## src/rtl/seq_adder_nbit.sv

```systemverilog
// Multi-cycle ripple adder/subtractor: CHUNK bits per clock, LSB chunk first, carry held in a register.
// Optional SEQ_ADDER_ACCUM_EN adds an acc input that substitutes the previous result for operand a.
module seq_adder_nbit #(
   parameter int WIDTH = 16,
   parameter int CHUNK = 4
) (
   input  logic             clk,
   input  logic             rst,
   input  logic             in_valid,
   output logic             in_ready,
   input  logic [WIDTH-1:0] a,
   input  logic [WIDTH-1:0] b,
   input  logic             cin,
   input  logic             sub,
`ifdef SEQ_ADDER_ACCUM_EN
   input  logic             acc,
`endif
   output logic             out_valid,
   input  logic             out_ready,
   output logic [WIDTH-1:0] s,
   output logic             cout,
   output logic             ovf
);

   localparam int NCH = WIDTH / CHUNK;
   localparam int IW = (NCH > 1) ? $clog2(NCH) : 1;
   localparam logic [IW-1:0] LAST = IW'(NCH - 1);

   typedef enum logic [1:0] {IDLE, RUN, DONE} state_t;

   state_t           state;
   logic [IW-1:0]    idx;
   logic             carry;
   logic [WIDTH-1:0] opa;
   logic [WIDTH-1:0] opb;
   logic [WIDTH-1:0] a_sel;
   logic [31:0]      base;
   logic [CHUNK-1:0] ach;
   logic [CHUNK-1:0] bch;
   logic [CHUNK:0]   csum;
   logic             msb_ovf;

   function automatic logic [CHUNK:0] chunk_add(input logic [CHUNK-1:0] x,
                                                 input logic [CHUNK-1:0] y,
                                                 input logic c);
      return {1'b0, x} + {1'b0, y} + {{CHUNK{1'b0}}, c};
   endfunction

`ifdef SEQ_ADDER_ACCUM_EN
   assign a_sel = acc ? s : a;
`else
   assign a_sel = a;
`endif

   always_comb begin
      base = 32'(idx) * 32'(CHUNK);
      ach  = opa[base +: CHUNK];
      bch  = opb[base +: CHUNK];
      csum = chunk_add(ach, bch, carry);
      // Carry into the MSB is recovered from the MSB's own sum bit, so this holds for any CHUNK
      msb_ovf = ach[CHUNK-1] ^ bch[CHUNK-1] ^ csum[CHUNK-1] ^ csum[CHUNK];
   end

   always_ff @(posedge clk or posedge rst) begin
      if (rst) begin
         state     <= IDLE;
         idx       <= '0;
         carry     <= 1'b0;
         opa       <= '0;
         opb       <= '0;
         s         <= '0;
         cout      <= 1'b0;
         ovf       <= 1'b0;
         in_ready  <= 1'b1;
         out_valid <= 1'b0;
      end else begin
         case (state)
            IDLE: begin
               if (in_valid) begin
                  opa      <= a_sel;
                  opb      <= sub ? ~b : b;
                  carry    <= sub | cin;
                  idx      <= '0;
                  in_ready <= 1'b0;
                  state    <= RUN;
               end
            end
            RUN: begin
               s[base +: CHUNK] <= csum[CHUNK-1:0];
               carry            <= csum[CHUNK];
               if (idx == LAST) begin
                  idx       <= '0;
                  cout      <= csum[CHUNK];
                  ovf       <= msb_ovf;
                  out_valid <= 1'b1;
                  state     <= DONE;
               end else begin
                  idx <= idx + IW'(1);
               end
            end
            DONE: begin
               if (out_ready) begin
                  out_valid <= 1'b0;
                  in_ready  <= 1'b1;
                  state     <= IDLE;
               end
            end
            default: state <= IDLE;
         endcase
      end
   end

endmodule

```

## config.mk

```make
export PLATFORM = sky130hd
export DESIGN_NAME = seq_adder_nbit
export DESIGN_NICKNAME = d
export VERILOG_FILES = /design/src/rtl/seq_adder_nbit.sv
export SDC_FILE = /design/constraint.sdc
export NUM_CORES = 1
export LEC_CHECK = 0
export ABC_AREA = 0
export CAP_MARGIN = 20
export CORE_MARGIN = 2
export CORE_UTILIZATION = 50
export DETAILED_ROUTE_END_ITERATION = 10
export GPL_ROUTABILITY_DRIVEN = 0
export PLACE_DENSITY = 0.88
export SYNTH_ARGS = -nofsm -noshare
export SYNTH_HDL_FRONTEND = slang
export SYNTH_SLANG_ARGS = --single-unit
```

## constraint.sdc

```tcl
create_clock -name clk -period 4.1 [get_ports clk]
set_clock_uncertainty 0.1 [all_clocks]
set_input_delay 1.025 -clock clk [delete_from_list [all_inputs] [get_ports clk]]
set_output_delay 1.025 -clock clk [all_outputs]
set_load 0.005 [all_outputs]
```

==> metrics.txt, run 1 <==
Area Growth Syn to Fin=33.4%; non-filler cells, final=386; # nets final=360; Final Hold Vio Count=0; die area=0.00610 sq mm; final setup fails=0; Arr. time, crit path=3.11 ns; min Tclk post-route=2.99 ns; Top Layer Used=met4; switch share=37.4%; WL met1=2.38 mm; YS warnings=0; Final period util=72.9%; synthesized area per cell=10.9 sq um; fmax=0.334 GHz; part of the power in registers=32.0%; Die Ht=78.1 um; grt ovf=0; largest net degree at the start of global routing=37; CP Cell Sequence=mux4_2 -> fa_1 -> fa_1 -> a21o_1 -> a21oi_1 -> xnor2_1 -> o21ai_0; max-cap viol count=0; metal3 WL=227 um; CP max stage cell=dfrtp_1; clock sinks=57; synthesis-stage register bit count=57; setup TNS=0 ns; RSZ-0062 raised after global routing=no; CTS tree=yes; Tightest Pin Transition=0.892 ns; PostCTS Resize Cnt=0; DRC viols=0; crit-path max cell delay=0.62 ns; row count=26; Initial Utilization=52.7%; fillers=357; Hold WC Path Type=reg2reg; hold_sp=opa[11]$_DFFE_PP0P_; cells after synthesis=251; DR WL/cell=14.9 um; GRT Util Overall=21.3%; first-pass GRT wire length=9.70 mm; maximum clock path buffer count=2; sequential element share of the synthesized area=52.0%; Hold Path Stages=2; launching point of the worst reg2reg path=idx[0]$_DFFE_PP0P_; Num CTS Buffers=9; PortBufs=57; antenna-violating nets left=0; met2 wire length=3.04 mm; placed cells=370; Antenna Cells=0; DIE WIDTH=78.1 um; Syn Nets=300; Detailed Place HPWL=4.31 mm; post-synthesis cell area=0.00274 sq mm; crit start category=flip-flop; Worst R2R End=ovf$_DFFE_PP0P_; fin util=70.3%; internal power=1890 uW; outcome=complete, no violations; Reg clk slew, reported paths=0.07 ns; # Post-CTS Setup Buffers=0; worst-skew pair later-pin latency=0.34 ns; R2R setup slack=1.11 ns; vias in the first global route=2035; Netlist cell types=32; DR pass1 iterations=5; Vias=2043; Peak VDD IR=0.000446 V; Critical Path Sink Type=flip-flop; overall power=3010 uW; power per standard cell area=823 mW/mm^2; share of cells above drive strength 1=12.0%; maximum net fanout on the critical path=8; root buffer cell=clkbuf_8; cell repeated most along the worst path=fa_1; Setup CP Type=reg2reg; via/cell ratio=5.29; Reg2Reg Depth=7; Core Box Area=0.00520 sq mm; routed wire length=5.76 mm; Hold EP=opa[11]$_DFFE_PP0P_; Pleak=0.00168 uW; hold slack=0.378 ns; Comb power frac=44.1%; Final Max Slew Viols=0; initial antenna violation count=0; DR iter-0 viols=92; H-tree levels=3; Slew headroom=40.3%; hold_buf cts=0; Psw=1130 uW; io pins=58; Worst Path Required=4.22 ns; Clk pwr share=23.9%
==> cell usage in the layout (no fill, tap or decap), drive strengths merged <==
master and n:
a21o 2, a21oi 5, a22o 15, and3 2
buf 4, bufinv 4, clkbuf 10, clkdlybuf4s50 57
clkinv 1, dfrtp 56, dfstp 1, fa 2
ha 9, inv 6, mux4 8, nand2 75
nand2b 2, nand3 4, nor2 5, nor2b 1
nor3b 1, nor4 1, o21ai 22, o221ai 1
o31ai 2, or2 1, xnor2 18, xor2 1
==> layer usage <==
layer | vias up | track usage (%)
li1 | 977 | -
met1 | 993 | 26.9
met2 | 60 | 35.3
met3 | 13 | 5.63
met4 | 0 | 8.42
met5 | - | 0
==> worst max-delay path by stage <==
stage          slack [ns]                 end  cells after the start                from
6_report             1.11     ovf$_DFFE_PP0P_                      7  idx[0]$_DFFE_PP0P_
2_1_floorplan        1.22     ovf$_DFFE_PP0P_                      8  idx[0]$_DFFE_PP0P_
3_5_place_dp         1.10     ovf$_DFFE_PP0P_                      7  idx[0]$_DFFE_PP0P_
3_3_place_gp         1.03  opa[5]$_DFFE_PP0P_                      6            in_valid
5_1_grt              0.90     ovf$_DFFE_PP0P_                      7  idx[0]$_DFFE_PP0P_
4_1_cts              1.10     ovf$_DFFE_PP0P_                      7  idx[0]$_DFFE_PP0P_
==> synth_stat cells, drive strengths merged <==
| cell type | n | area [sq um] |
|---|---|---|
| a21o | 2 | 15.0 |
| a21oi | 5 | 28.8 |
| a22o | 15 | 131 |
| and3 | 2 | 15.0 |
| buf | 12 | 80.1 |
| dfrtp | 56 | 1400 |
| dfstp | 1 | 26.3 |
| fa | 2 | 40.0 |
| ha | 9 | 113 |
| inv | 5 | 18.8 |
| mux4 | 8 | 180 |
| nand2 | 75 | 292 |
| nand2b | 2 | 20.0 |
| nand3 | 4 | 20.0 |
| nor2 | 5 | 21.3 |
| nor2b | 1 | 6.26 |
| nor3b | 1 | 7.51 |
| nor4 | 1 | 21.3 |
| o21ai | 22 | 110 |
| o221ai | 1 | 8.76 |
| o31ai | 2 | 15.0 |
| or2 | 1 | 6.26 |
| xnor2 | 18 | 158 |
| xor2 | 1 | 8.76 |
==> flip-flops by register name, summed over array words and instances, names as in the netlist <==
| name | count |
|---|---|
| carry | 1 |
| cout | 1 |
| idx | 2 |
| in_ready | 1 |
| opa | 16 |
| opb | 16 |
| out_valid | 1 |
| ovf | 1 |
| s | 16 |
| state | 2 |
==> power by group through the flow <==
stage | Combinational, uW | Sequential [uW] | Clock, uW
6_report | 1330 | 965 | 719
5_1_grt | 1470 | 991 | 754
4_1_cts | 1340 | 964 | 725
3_5_place_dp | 1320 | 973 | 0
3_3_place_gp | 1240 | 948 | 0
2_1_floorplan | 957 | 899 | 0
==> per-stage QoR <==
| stage | cell area (sq um) | worst slack [ns] |
|---|---|---|
| 6_report | 3660 | 1.11 |
| 5_1_grt | 3660 | 0.900 |
| 4_1_cts | 3660 | 1.10 |
| 3_5_place_dp | 3380 | 1.10 |
| 3_3_place_gp | 3340 | 1.03 |
| 2_1_floorplan | 2740 | 1.22 |
==> cell families after synthesis <==
| logic type | after synthesis | synth area share (%) |
|---|---|---|
| flops | 57 | 52.0 |
| compound gates | 47 | 11.3 |
| xor+xnor | 19 | 6.06 |
| simple gates | 92 | 14.9 |
| buf+inv | 17 | 3.60 |
| mux | 8 | 6.57 |
| fa+ha+maj | 11 | 5.56 |
==> area by class of cell <==
| type | count | area (sq um) | area share (%) |
|---|---|---|---|
| clock buffers | 10 | 138 | 3.76 |
| clock inverters | 6 | 138 | 3.76 |
| inverters | 5 | 18.8 | 0.513 |
| multi-input cells | 177 | 1220 | 33.3 |
| flip-flops and latches | 57 | 1430 | 39.0 |
| well taps | 70 | 87.6 | 2.39 |
| repair buffers | 61 | 633 | 17.3 |
==> critical path: cells and delay by family (launching register included) <==
family	cells	cell delay [ns]
compound gates	3	0.53
fa+ha+maj	2	0.88
xor+xnor	1	0.15
flops	1	0.62
mux	1	0.59
(Power assumes the default switching activity.)
==> inputs of run 2 (changes only) <==
- CORE_UTILIZATION: 50 -> 46
- PLACE_DENSITY: 0.88 -> 0.85
- clock period: 4.1 -> 2.6 ns (I/O delays scaled with it)
==> run 2 against run 1 <==
Non-clock buffer count is 5 higher. Final cell count is 2.3% higher. Sequential share of layout area is 0.56 points higher. Via count is 0.39% lower. Register-to-register slack worse by 1.0 ns. Clock power is 14% higher. Highest routed layer unchanged. Cell area is 1.2% lower. Critical path depth stayed put. Clock-buffer cell count is 2 higher. Global-route usage is 1.3 points lower. Power is 47% higher. Largest power group unchanged.
==> metrics.txt, run 2 (synthesis gave the netlist of run 1 again) <==
overall power=4440 uW; min Tclk post-route=2.50 ns; die area=0.00660 sq mm; Hold EP=opa[0]$_DFFE_PP0P_; row count=28; Num CTS Buffers=9; R2R setup slack=0.10 ns; CTS tree=yes; Worst R2R End=ovf$_DFFE_PP0P_; part of the power in registers=33.4%; Worst Path Required=2.72 ns; Area Growth Syn to Fin=31.7%; Final Hold Vio Count=0; placed cells=379; fillers=472; crit start category=flip-flop; non-filler cells, final=395; H-tree levels=3; Final period util=96.1%; DIE WIDTH=81.2 um; fmax=0.400 GHz; Comb power frac=48.1%; power per standard cell area=1230 mW/mm^2; Slew headroom=58.4%; Critical Path Sink Type=flip-flop; Detailed Place HPWL=4.14 mm; DR iter-0 viols=132; Reg2Reg Depth=7; via/cell ratio=5.15; io pins=58; switch share=38.4%; largest net degree at the start of global routing=53; max-cap viol count=0; commonest non-fill, non-tap cell in the layout=nand2_1; Clk pwr share=18.5%; share of cells above drive strength 1=14.4%; Antenna Cells=0; fin util=61.8%; outcome=complete, no violations; most frequent cells in the layout=nand2_1 (73), clkdlybuf4s50_1 (57), dfrtp_1 (54); Largest regs=opa (16), opb (16), s (16); vias in the first global route=2038; root buffer cell=clkbuf_8; Hold WC Path Type=reg2reg; Tightest Pin Transition=0.623 ns; PortBufs=57; hold_sp=opa[0]$_DFFE_PP0P_; final setup fails=0; clock sinks=57; setup TNS=0 ns; DRC viols=0; DR WL/cell=14.5 um; hold slack=0.377 ns; Peak VDD IR=0.000697 V; # nets final=365; launching point of the worst reg2reg path=idx[0]$_DFFE_PP0P_; GRT Util Overall=20.0%; Arr. time, crit path=2.62 ns; worst-skew pair later-pin latency=0.34 ns; Pleak=0.00165 uW; Hold Path Stages=2; grt ovf=0; Initial Utilization=46.9%; initial antenna violation count=0; Psw=1700 uW; Setup CP Type=reg2reg; Final Max Slew Viols=0; Reg clk slew, reported paths=0.06 ns; maximum clock path buffer count=2; first-pass GRT wire length=9.60 mm; maximum net fanout on the critical path=4; Core Box Area=0.00585 sq mm; Die Ht=81.2 um; internal power=2730 uW; routed wire length=5.71 mm; antenna-violating nets left=0; RSZ-0062 raised after global routing=yes; DR pass1 iterations=4; Vias=2035
-- run 2: metal layers --
| layer | vias up | GRT usage (%) | wire (um) |
|---|---|---|---|
| met2 | 54 | 31.7 | 2790 |
| met1 | 987 | 25.2 | 2570 |
| met3 | 12 | 5.11 | 241 |
| met4 | 0 | 11.0 | 118 |
| li1 | 982 | - | - |
| met5 | - | 0 | 0 |
-- run 2: worst max-delay path by stage --
stage                                   from                to  slack (ns)  cells after the start
after detailed placement  idx[0]$_DFFE_PP0P_   ovf$_DFFE_PP0P_        0.09                      7
after global routing      idx[0]$_DFFE_PP0P_  s[2]$_DFFE_PP0P_       -0.02                      6
after floorplan           idx[0]$_DFFE_PP0P_   ovf$_DFFE_PP0P_        0.02                      8
after global placement    idx[0]$_DFFE_PP0P_   ovf$_DFFE_PP0P_        0.16                      7
after CTS                 idx[0]$_DFFE_PP0P_   ovf$_DFFE_PP0P_        0.07                      7
final                     idx[0]$_DFFE_PP0P_   ovf$_DFFE_PP0P_        0.10                      7
-- run 2: what timing repair did --
action,CTS,global route
setup endpoints to repair,0,3
gates resized for setup,0,2
setup buffers,0,1
hold buffers,0,0
-- run 2: cell type report --
type | instances | area [sq um] | area share (%)
clock buffer | 12 | 155 | 4.29
clock inverter | 3 | 40.0 | 1.11
inverter | 5 | 18.8 | 0.519
multi-input combinational | 177 | 1230 | 33.9
sequential | 57 | 1430 | 39.6
tap | 75 | 93.8 | 2.60
timing repair buffer | 66 | 651 | 18.0
-- run 2: per-stage QoR --
stage / setup WS [ns] / area, sq um
after floorplan: 0.0226 / 2760
after global placement: 0.164 / 3410
after detailed placement: 0.0873 / 3410
after CTS: 0.0695 / 3610
after global routing: -0.0181 / 3610
final: 0.102 / 3610
-- run 2: power by group through the flow --
| stage | logic, uW | clock network [uW] | registers, uW |
|---|---|---|---|
| after floorplan | 1560 | 0 | 1420 |
| after detailed placement | 2120 | 0 | 1490 |
| after global routing | 2390 | 879 | 1520 |
| after CTS | 2140 | 838 | 1480 |
| final | 2130 | 820 | 1480 |
| after global placement | 2060 | 0 | 1470 |
-- run 2: worst max-delay path: stages (launching register included) --
cell	delay (ns)
dfrtp_2	0.41
mux4_2	0.53
fa_2	0.39
fa_2	0.37
a21o_1	0.18
a21oi_2	0.18
xnor2_1	0.14
o21ai_1	0.07
